[config.mk]
export PLATFORM = sky130hd
export DESIGN_NAME = ddr_burst_tester
export DESIGN_NICKNAME = d
export VERILOG_FILES = /design/src/rtl/ddr_test_pkg.sv /design/src/rtl/ddr_pattern_gen.sv /design/src/rtl/ddr_burst_tester.sv
export SDC_FILE = /design/constraint.sdc
export NUM_CORES = 1
export LEC_CHECK = 0
export ABC_AREA = 1
export CORE_UTILIZATION = 53
export CTS_BUF_LIST = sky130_fd_sc_hd__clkbuf_8
export CTS_CLUSTER_SIZE = 14
export DETAILED_ROUTE_END_ITERATION = 7
export GPL_TIMING_DRIVEN = 1
export PLACE_DENSITY = 0.8
export SETUP_SLACK_MARGIN = 0.2
export SYNTH_ARGS = -nofsm -noshare
export SYNTH_HDL_FRONTEND = slang
export SYNTH_HIERARCHICAL = 1
export SYNTH_SLANG_ARGS = --single-unit
[constraint.sdc]
create_clock -name clk -period 2.3 [get_ports clk]
set_input_delay 0.23 -clock clk [delete_from_list [all_inputs] [get_ports clk]]
set_output_delay 0.23 -clock clk [all_outputs]
set_load 0.05 [all_outputs]
[src/rtl/ddr_test_pkg.sv]
// ddr_test_pkg: shared constants, FSM states and pattern helpers for the DDR burst tester
//   INSTR_WR/INSTR_RD : MCB user-port instruction codes
//   state_t           : tester FSM states
//   lfsr_next         : one step of the x^32+x^22+x^2+x+1 Fibonacci LFSR
//   pattern_seed      : generator seed for a pass (incrementing or LFSR mode)
package ddr_test_pkg;
  localparam logic [2:0] INSTR_WR = 3'b000;
  localparam logic [2:0] INSTR_RD = 3'b001;
  typedef enum logic [2:0] {WAIT_CAL, IDLE, FILL, WCMD, RCMD, DRAIN, FIN} state_t;
  // Incrementing mode needs pass_count<<24 plus the word index, so 48 bits of state
  localparam int SEED_W = 48;
  localparam logic [31:0] LFSR_SEED = 32'hACE1_0000;
  // Feedback from bits 31, 21, 1, 0 (polynomial terms x^32, x^22, x^2, x)
  localparam logic [31:0] LFSR_TAPS = 32'h8020_0003;
  function automatic logic [31:0] lfsr_next(input logic [31:0] s);
    return {s[30:0], ^(s & LFSR_TAPS)};
  endfunction
  function automatic logic [SEED_W-1:0] pattern_seed(input int pattern, input logic [15:0] pass_num);
    return pattern == 1 ? SEED_W'(LFSR_SEED ^ {16'h0, pass_num}) : SEED_W'({pass_num, 24'h0});
  endfunction
endpackage

[src/rtl/ddr_pattern_gen.sv]
// ddr_pattern_gen: data pattern generator, one instance each for the writer and the checker
//   clk, reset (sync, active-low)
//   load/seed : restart the sequence from seed
//   adv       : step to the next word
//   word      : current pattern word (incrementing value or replicated 32-bit LFSR)
module ddr_pattern_gen
  import ddr_test_pkg::*;
#(
  parameter int DATA_W  = 64,
  parameter int PATTERN = 0
) (
  input  logic              clk,
  input  logic              reset,
  input  logic              load,
  input  logic [SEED_W-1:0] seed,
  input  logic              adv,
  output logic [DATA_W-1:0] word
);
  logic [SEED_W-1:0] st;
  always_ff @(posedge clk) begin
    if (!reset) st <= '0;
    else if (load) st <= seed;
    else if (adv) st <= PATTERN == 1 ? SEED_W'(lfsr_next(st[31:0])) : st + 1'b1;
  end
  assign word = PATTERN == 1 ? {(DATA_W/32){st[31:0]}} : DATA_W'(st);
endmodule

[src/rtl/ddr_burst_tester.sv]
// ddr_burst_tester: self-checking burst write/read-back traffic generator for one MCB user port
//   clk, reset (sync, active-low), calib_done (async), start
//   cmd_*  : command FIFO interface (cmd_en, cmd_instr, cmd_bl, cmd_byte_addr, cmd_full)
//   wr_*   : write FIFO interface (wr_en, wr_data, wr_mask, wr_full)
//   rd_*   : read FIFO interface (rd_en, rd_data, rd_empty)
//   busy, done, pass, timeout, err_count, first_err_addr, pass_count : status
module ddr_burst_tester
  import ddr_test_pkg::*;
#(
  parameter int DATA_W     = 64,
  parameter int ADDR_W     = 30,
  parameter int BURST_LEN  = 16,
  parameter int NUM_BURSTS = 256,
  parameter int BASE_ADDR  = 0,
  parameter int PATTERN    = 0,
  parameter int TIMEOUT    = 4096,
  parameter int LOOP       = 0
) (
  input  logic                clk,
  input  logic                reset,
  input  logic                calib_done,
  input  logic                start,
  output logic                cmd_en,
  output logic [2:0]          cmd_instr,
  output logic [5:0]          cmd_bl,
  output logic [ADDR_W-1:0]   cmd_byte_addr,
  input  logic                cmd_full,
  output logic                wr_en,
  output logic [DATA_W-1:0]   wr_data,
  output logic [DATA_W/8-1:0] wr_mask,
  input  logic                wr_full,
  output logic                rd_en,
  input  logic [DATA_W-1:0]   rd_data,
  input  logic                rd_empty,
  output logic                busy,
  output logic                done,
  output logic                pass,
  output logic                timeout,
  output logic [15:0]         err_count,
  output logic [ADDR_W-1:0]   first_err_addr,
  output logic [15:0]         pass_count
);
  localparam int BYTES = DATA_W/8;
  localparam logic [ADDR_W-1:0] STEP = ADDR_W'(BURST_LEN*BYTES);
  localparam logic [ADDR_W-1:0] BASE = ADDR_W'(BASE_ADDR);
  state_t state;
  logic [1:0] cal_q;
  logic [31:0] burst, widx, wcnt;
  logic [ADDR_W-1:0] addr;
  logic [DATA_W-1:0] chk_word;
  logic go, seed_load, last_word, last_burst, in_cmd;
  assign go = state == IDLE && cal_q[1] && (start || LOOP != 0);
  assign last_word = widx == BURST_LEN-1;
  assign last_burst = burst == NUM_BURSTS-1;
  assign in_cmd = state == WCMD || state == RCMD;
  // Strobes are decoded from registered state and gated by the FIFO flags, so a push/pop never lands on a full/empty FIFO
  assign cmd_en = in_cmd && !cmd_full;
  assign cmd_instr = state == RCMD ? INSTR_RD : INSTR_WR;
  assign cmd_bl = in_cmd ? 6'(BURST_LEN-1) : 6'd0;
  assign cmd_byte_addr = addr;
  assign wr_en = state == FILL && !wr_full;
  assign wr_mask = '0;
  assign rd_en = state == DRAIN && !rd_empty;
  // Both generators restart together at pass start; the checker restarts again before the read phase
  assign seed_load = go || (state == WCMD && cmd_en && last_burst);
  ddr_pattern_gen #(.DATA_W(DATA_W), .PATTERN(PATTERN)) u_wr (
    .clk(clk), .reset(reset), .load(seed_load), .seed(pattern_seed(PATTERN, pass_count)),
    .adv(wr_en), .word(wr_data)
  );
  ddr_pattern_gen #(.DATA_W(DATA_W), .PATTERN(PATTERN)) u_chk (
    .clk(clk), .reset(reset), .load(seed_load), .seed(pattern_seed(PATTERN, pass_count)),
    .adv(rd_en), .word(chk_word)
  );
  always_ff @(posedge clk) begin
    if (!reset) begin
      cal_q <= '0;
      state <= WAIT_CAL;
      busy <= 1'b0;
      done <= 1'b0;
      pass <= 1'b0;
      timeout <= 1'b0;
      err_count <= '0;
      first_err_addr <= '0;
      pass_count <= '0;
      addr <= '0;
      burst <= '0;
      widx <= '0;
      wcnt <= '0;
    end else begin
      cal_q <= {cal_q[0], calib_done};
      done <= 1'b0;
      if (state != WAIT_CAL && !cal_q[1]) begin
        state <= WAIT_CAL;
        busy <= 1'b0;
      end else begin
        case (state)
          WAIT_CAL: if (cal_q[1]) state <= IDLE;
          IDLE: if (go) begin
            err_count <= '0;
            first_err_addr <= '0;
            timeout <= 1'b0;
            pass <= 1'b0;
            busy <= 1'b1;
            burst <= '0;
            addr <= BASE;
            widx <= '0;
            state <= FILL;
          end
          FILL: if (wr_en) begin
            widx <= last_word ? '0 : widx + 1;
            if (last_word) state <= WCMD;
          end
          WCMD: if (cmd_en) begin
            addr <= last_burst ? BASE : addr + STEP;
            burst <= last_burst ? '0 : burst + 1;
            state <= last_burst ? RCMD : FILL;
          end
          RCMD: if (cmd_en) begin
            wcnt <= '0;
            widx <= '0;
            state <= DRAIN;
          end
          DRAIN: if (rd_en) begin
            // wcnt counts cycles since the last accepted word, this one included
            wcnt <= 32'd1;
            if (rd_data != chk_word) begin
              err_count <= err_count + 16'(err_count != 16'hFFFF);
              if (err_count == '0) first_err_addr <= addr + ADDR_W'(widx * BYTES);
            end
            widx <= last_word ? '0 : widx + 1;
            if (last_word) begin
              addr <= addr + STEP;
              burst <= burst + 1;
              state <= last_burst ? FIN : RCMD;
              done <= last_burst;
            end
          end else if (wcnt + 1 == TIMEOUT) begin
            timeout <= 1'b1;
            done <= 1'b1;
            state <= FIN;
          end else begin
            wcnt <= wcnt + 1;
          end
          FIN: begin
            pass <= err_count == '0 && !timeout;
            pass_count <= pass_count + 1'b1;
            busy <= 1'b0;
            state <= IDLE;
          end
          default: state <= WAIT_CAL;
        endcase
      end
    end
  end
endmodule

==> flow_summary_export.csv <==
group,metric,value,unit
synthesis,synth_area,20000,um2
synthesis,ys_ff_latch,283,
clock_network,root_buffer,"clkbuf_8",
pwr,power.leakage,11.8,nW
detailed_routing,wl,80400,um
run,cap_violations,0,
synthesis,syn_inst,3170,
grt,track_usage,36.2,%
grt,grt-ovfl-total,0,
sta,slew_viol_final,0,
synthesis,synth_area_per_cell,6.30,um2
synthesis,synthTopCellsByCount,"nand2_1, nor2_1, inv_1",
clock_network,numClockSinks,283,
detailed_routing,dr.pass1.iters,6,
clock_network,worstSkewPairLatency,650,ps
finish,drive_gt1_share,29.5,%
sta,hold_violations,0,
synthesis,yosysTopAreaCell,"dfxtp_1",
die,die_w,196,um
die,dieArea,38500,um2
place,dpl_cell_area,24300,um2
grt,grt_max_degree,44,
critical_path,crit_required,2860,ps
sta,finalWorstSetupSlack,-202,ps
detailed_routing,drt_iter0_drc,2342,
die,initial_core_util,54.2,%
detailed_routing,via_per_inst,5.75,
pwr,irDropWorstVdd,0.436,mV
place,gp_congestion,0.961,
sta,setup_viol,86,
synthesis,yosysMostFrequentCell,"nand2_1",
synthesis,async_reset_ff_share,0,%
sta,relSlewSlack,55.8,%
synthesis,synthTopCellsByArea,"dfxtp_1, nand2_1, nor2_1",
sta,rsz0062_at_grt,"true",
synthesis,ys_warn_count,6,
critical_path,worst_setup_path_start_kind,"flip-flop",
finish,fin_cells,4311,
place,dp_hpwl,50000,um
sta,hold_slack,255,ps
finish,final_nets,3871,
critical_path,cp_cell_sequence,"nand2_2 > nor2_2 > nand2_2 > nor2_2 > nand2_1 > nand2_1 > nand2_2 > nor2_1 > nand3_1 > nor2_2 > nand4_2 > nand2_4 > buf_6 > buf_6 > buf_16 > nand2_2 > a21oi_2",
sta,setup_tns,-6560,ps
clock_network,htreeDepth,2,
grt,antenna_found_initial,1,
critical_path,worstPathArrival,3060,ps
grt,grt_pass1_vias,22300,
clock_network,cts.clk_slew.worst_paths,70,ps
critical_path,critPathKind,"flip-flop to flip-flop",
pwr,power.density,496,nW/um2
finish,filler_cell_count,2596,
synthesis,netlist.area_leader.share,28.3,%
sta,worstMarginPinSlew,666,ps
detailed_routing,drcViolationCount,0,
synthesis,synth_top_flop_cell,"dfxtp_1",
place,io_buffers,212,
die,rows,70,
critical_path,critPathMostFrequentCell,"nand2_2",
clock_network,cts_tree,"done",
synthesis,synth-edff-count,0,
critical_path,slowest_delay,400,ps
critical_path,cp_max_fo,6,
critical_path,critPathTopFamily,"simple AND/OR/NAND/NOR gates",
detailed_routing,vias,24800,
grt,grt_pass1_wl,113000,um
sta,post-route-period-util,109,%
die,coreArea,36900,um2
synthesis,synth_seq_area_share,28.3,%
die,die_y,196,um
die,boundaryPins,251,
place,place_inst,4073,
sta,max_clock_freq,400,MHz
critical_path,cp_slowest_cell,"dfxtp_1",
synthesis,yosysUniqueCellTypes,51,
finish,area_delta_synth_final,49.5,%
place,pre_cts_ws,-253,ps
status,status,"finished, violations left",
finish,fin_util,81.0,%
pwr,totalPowerFinal,14.8,mW
finish,fin_area,29900,um2
worst_hold_path,min_path_type,"input pin to flip-flop",
clock_network,clock_path_buffers,3,
sta,finalCriticalPeriod,2500,ps
finish,antennaDiodeCount,0,
sta,clock-skew-final,25.6,ps
critical_path,crit_buf_inv,3,
clock_network,cts_buffers,50,
detailed_routing,ant_nets,0,
detailed_routing,wl_per_cell,18.6,um
critical_path,worst_setup_path_end_kind,"flip-flop",
status,violations,"negative setup slack",
-- cells in the final DEF, fill, tap and decap left out, types with 21 or more instances in the layout --
| master | instances |
|---|---|
| nand3_2 | 22 |
| o21ai_0 | 50 |
| nand2_4 | 49 |
| nand4_1 | 118 |
| xor2_1 | 73 |
| nor2_4 | 56 |
| conb_1 | 119 |
| buf_12 | 37 |
| a31oi_1 | 27 |
| clkbuf_8 | 66 |
| clkbuf_16 | 22 |
| a21oi_1 | 170 |
| nor2_2 | 45 |
| dfxtp_1 | 194 |
| xnor2_1 | 60 |
| nand2_1 | 680 |
| inv_1 | 309 |
| a21oi_2 | 74 |
| nand2_2 | 128 |
| nand3b_1 | 21 |
| nor3_1 | 44 |
| buf_4 | 227 |
| dlygate4sd2_1 | 95 |
| buf_6 | 54 |
| nor2_1 | 375 |
| nand3_1 | 134 |
| clkdlybuf4s50_1 | 109 |
| a22oi_2 | 62 |
| dfxtp_2 | 71 |
-- state kept, by name, summed over array words and instances, names as in the netlist, 2 cells and up --
register and cells:
burst 32, cal_q 2, cmd_byte_addr 23, err_count 16
first_err_addr 27, pass_count 16, state 3, u_chk/st 48
u_wr/st 48, wcnt 32, widx 32
-- area by class of cell --
| cell class | instances | area [um2] | share of cell area, % |
|---|---|---|---|
| clock inverter | 26 | 115 | 0.385 |
| clock buffer | 66 | 908 | 3.04 |
| tap | 504 | 631 | 2.11 |
| timing repair inverter | 1 | 7.51 | 0.0251 |
| timing repair buffer | 567 | 6070 | 20.3 |
| inverter | 326 | 1300 | 4.35 |
| sequential | 283 | 5820 | 19.5 |
| multi-input combinational | 2538 | 15000 | 50.3 |
-- cell families after synthesis --
family / count (synthesis) / share of synthesized area (%)
compound gates: 473 / 13.7
buf+inv: 466 / 10.1
other cells: 3 / 0.0563
fa+ha+maj: 33 / 2.07
flops: 283 / 28.3
xor+xnor: 135 / 5.92
simple gates: 1777 / 39.8
-- worst min-delay path, delay by kind of cell --
kind | cells | cell delay [ps]
simple gates | 1 | 100
buf+inv | 2 | 510
-- what timing repair did --
item | in CTS | in global routing
resized for setup | 389 | 524
setup buffers | 47 | 54
pin swaps | 47 | 183
cloned | 22 | 23
setup endpoints to repair | 353 | 269
hold buffers | 0 | 0
-- path summary, 6_finish.rpt --
kind	slack, ps	to	depth (start not counted)	from
worst max-delay path	-200	wcnt[4]	17	wcnt[10]
worst min register to register	430	cal_q[1]	2	cal_q[0]
worst min-delay path	260	cal_q[0]	3	calib_done
worst max register to register	-200	wcnt[4]	17	wcnt[10]
-- power by group --
part           internal (mW)  switching, mW
sequential              4.97          0.109
clock                   2.56           2.36
combinational           2.08           2.75
-- layer usage --
| layer | part of all wire, % | global-route usage, % |
|---|---|---|
| met1 | 39 | 45.8 |
| met2 | 46 | 59.8 |
| met3 | 9.9 | 6.70 |
| met4 | 5.5 | 16.6 |
| met5 | 0 | 0 |
(Power assumes the default switching activity.)
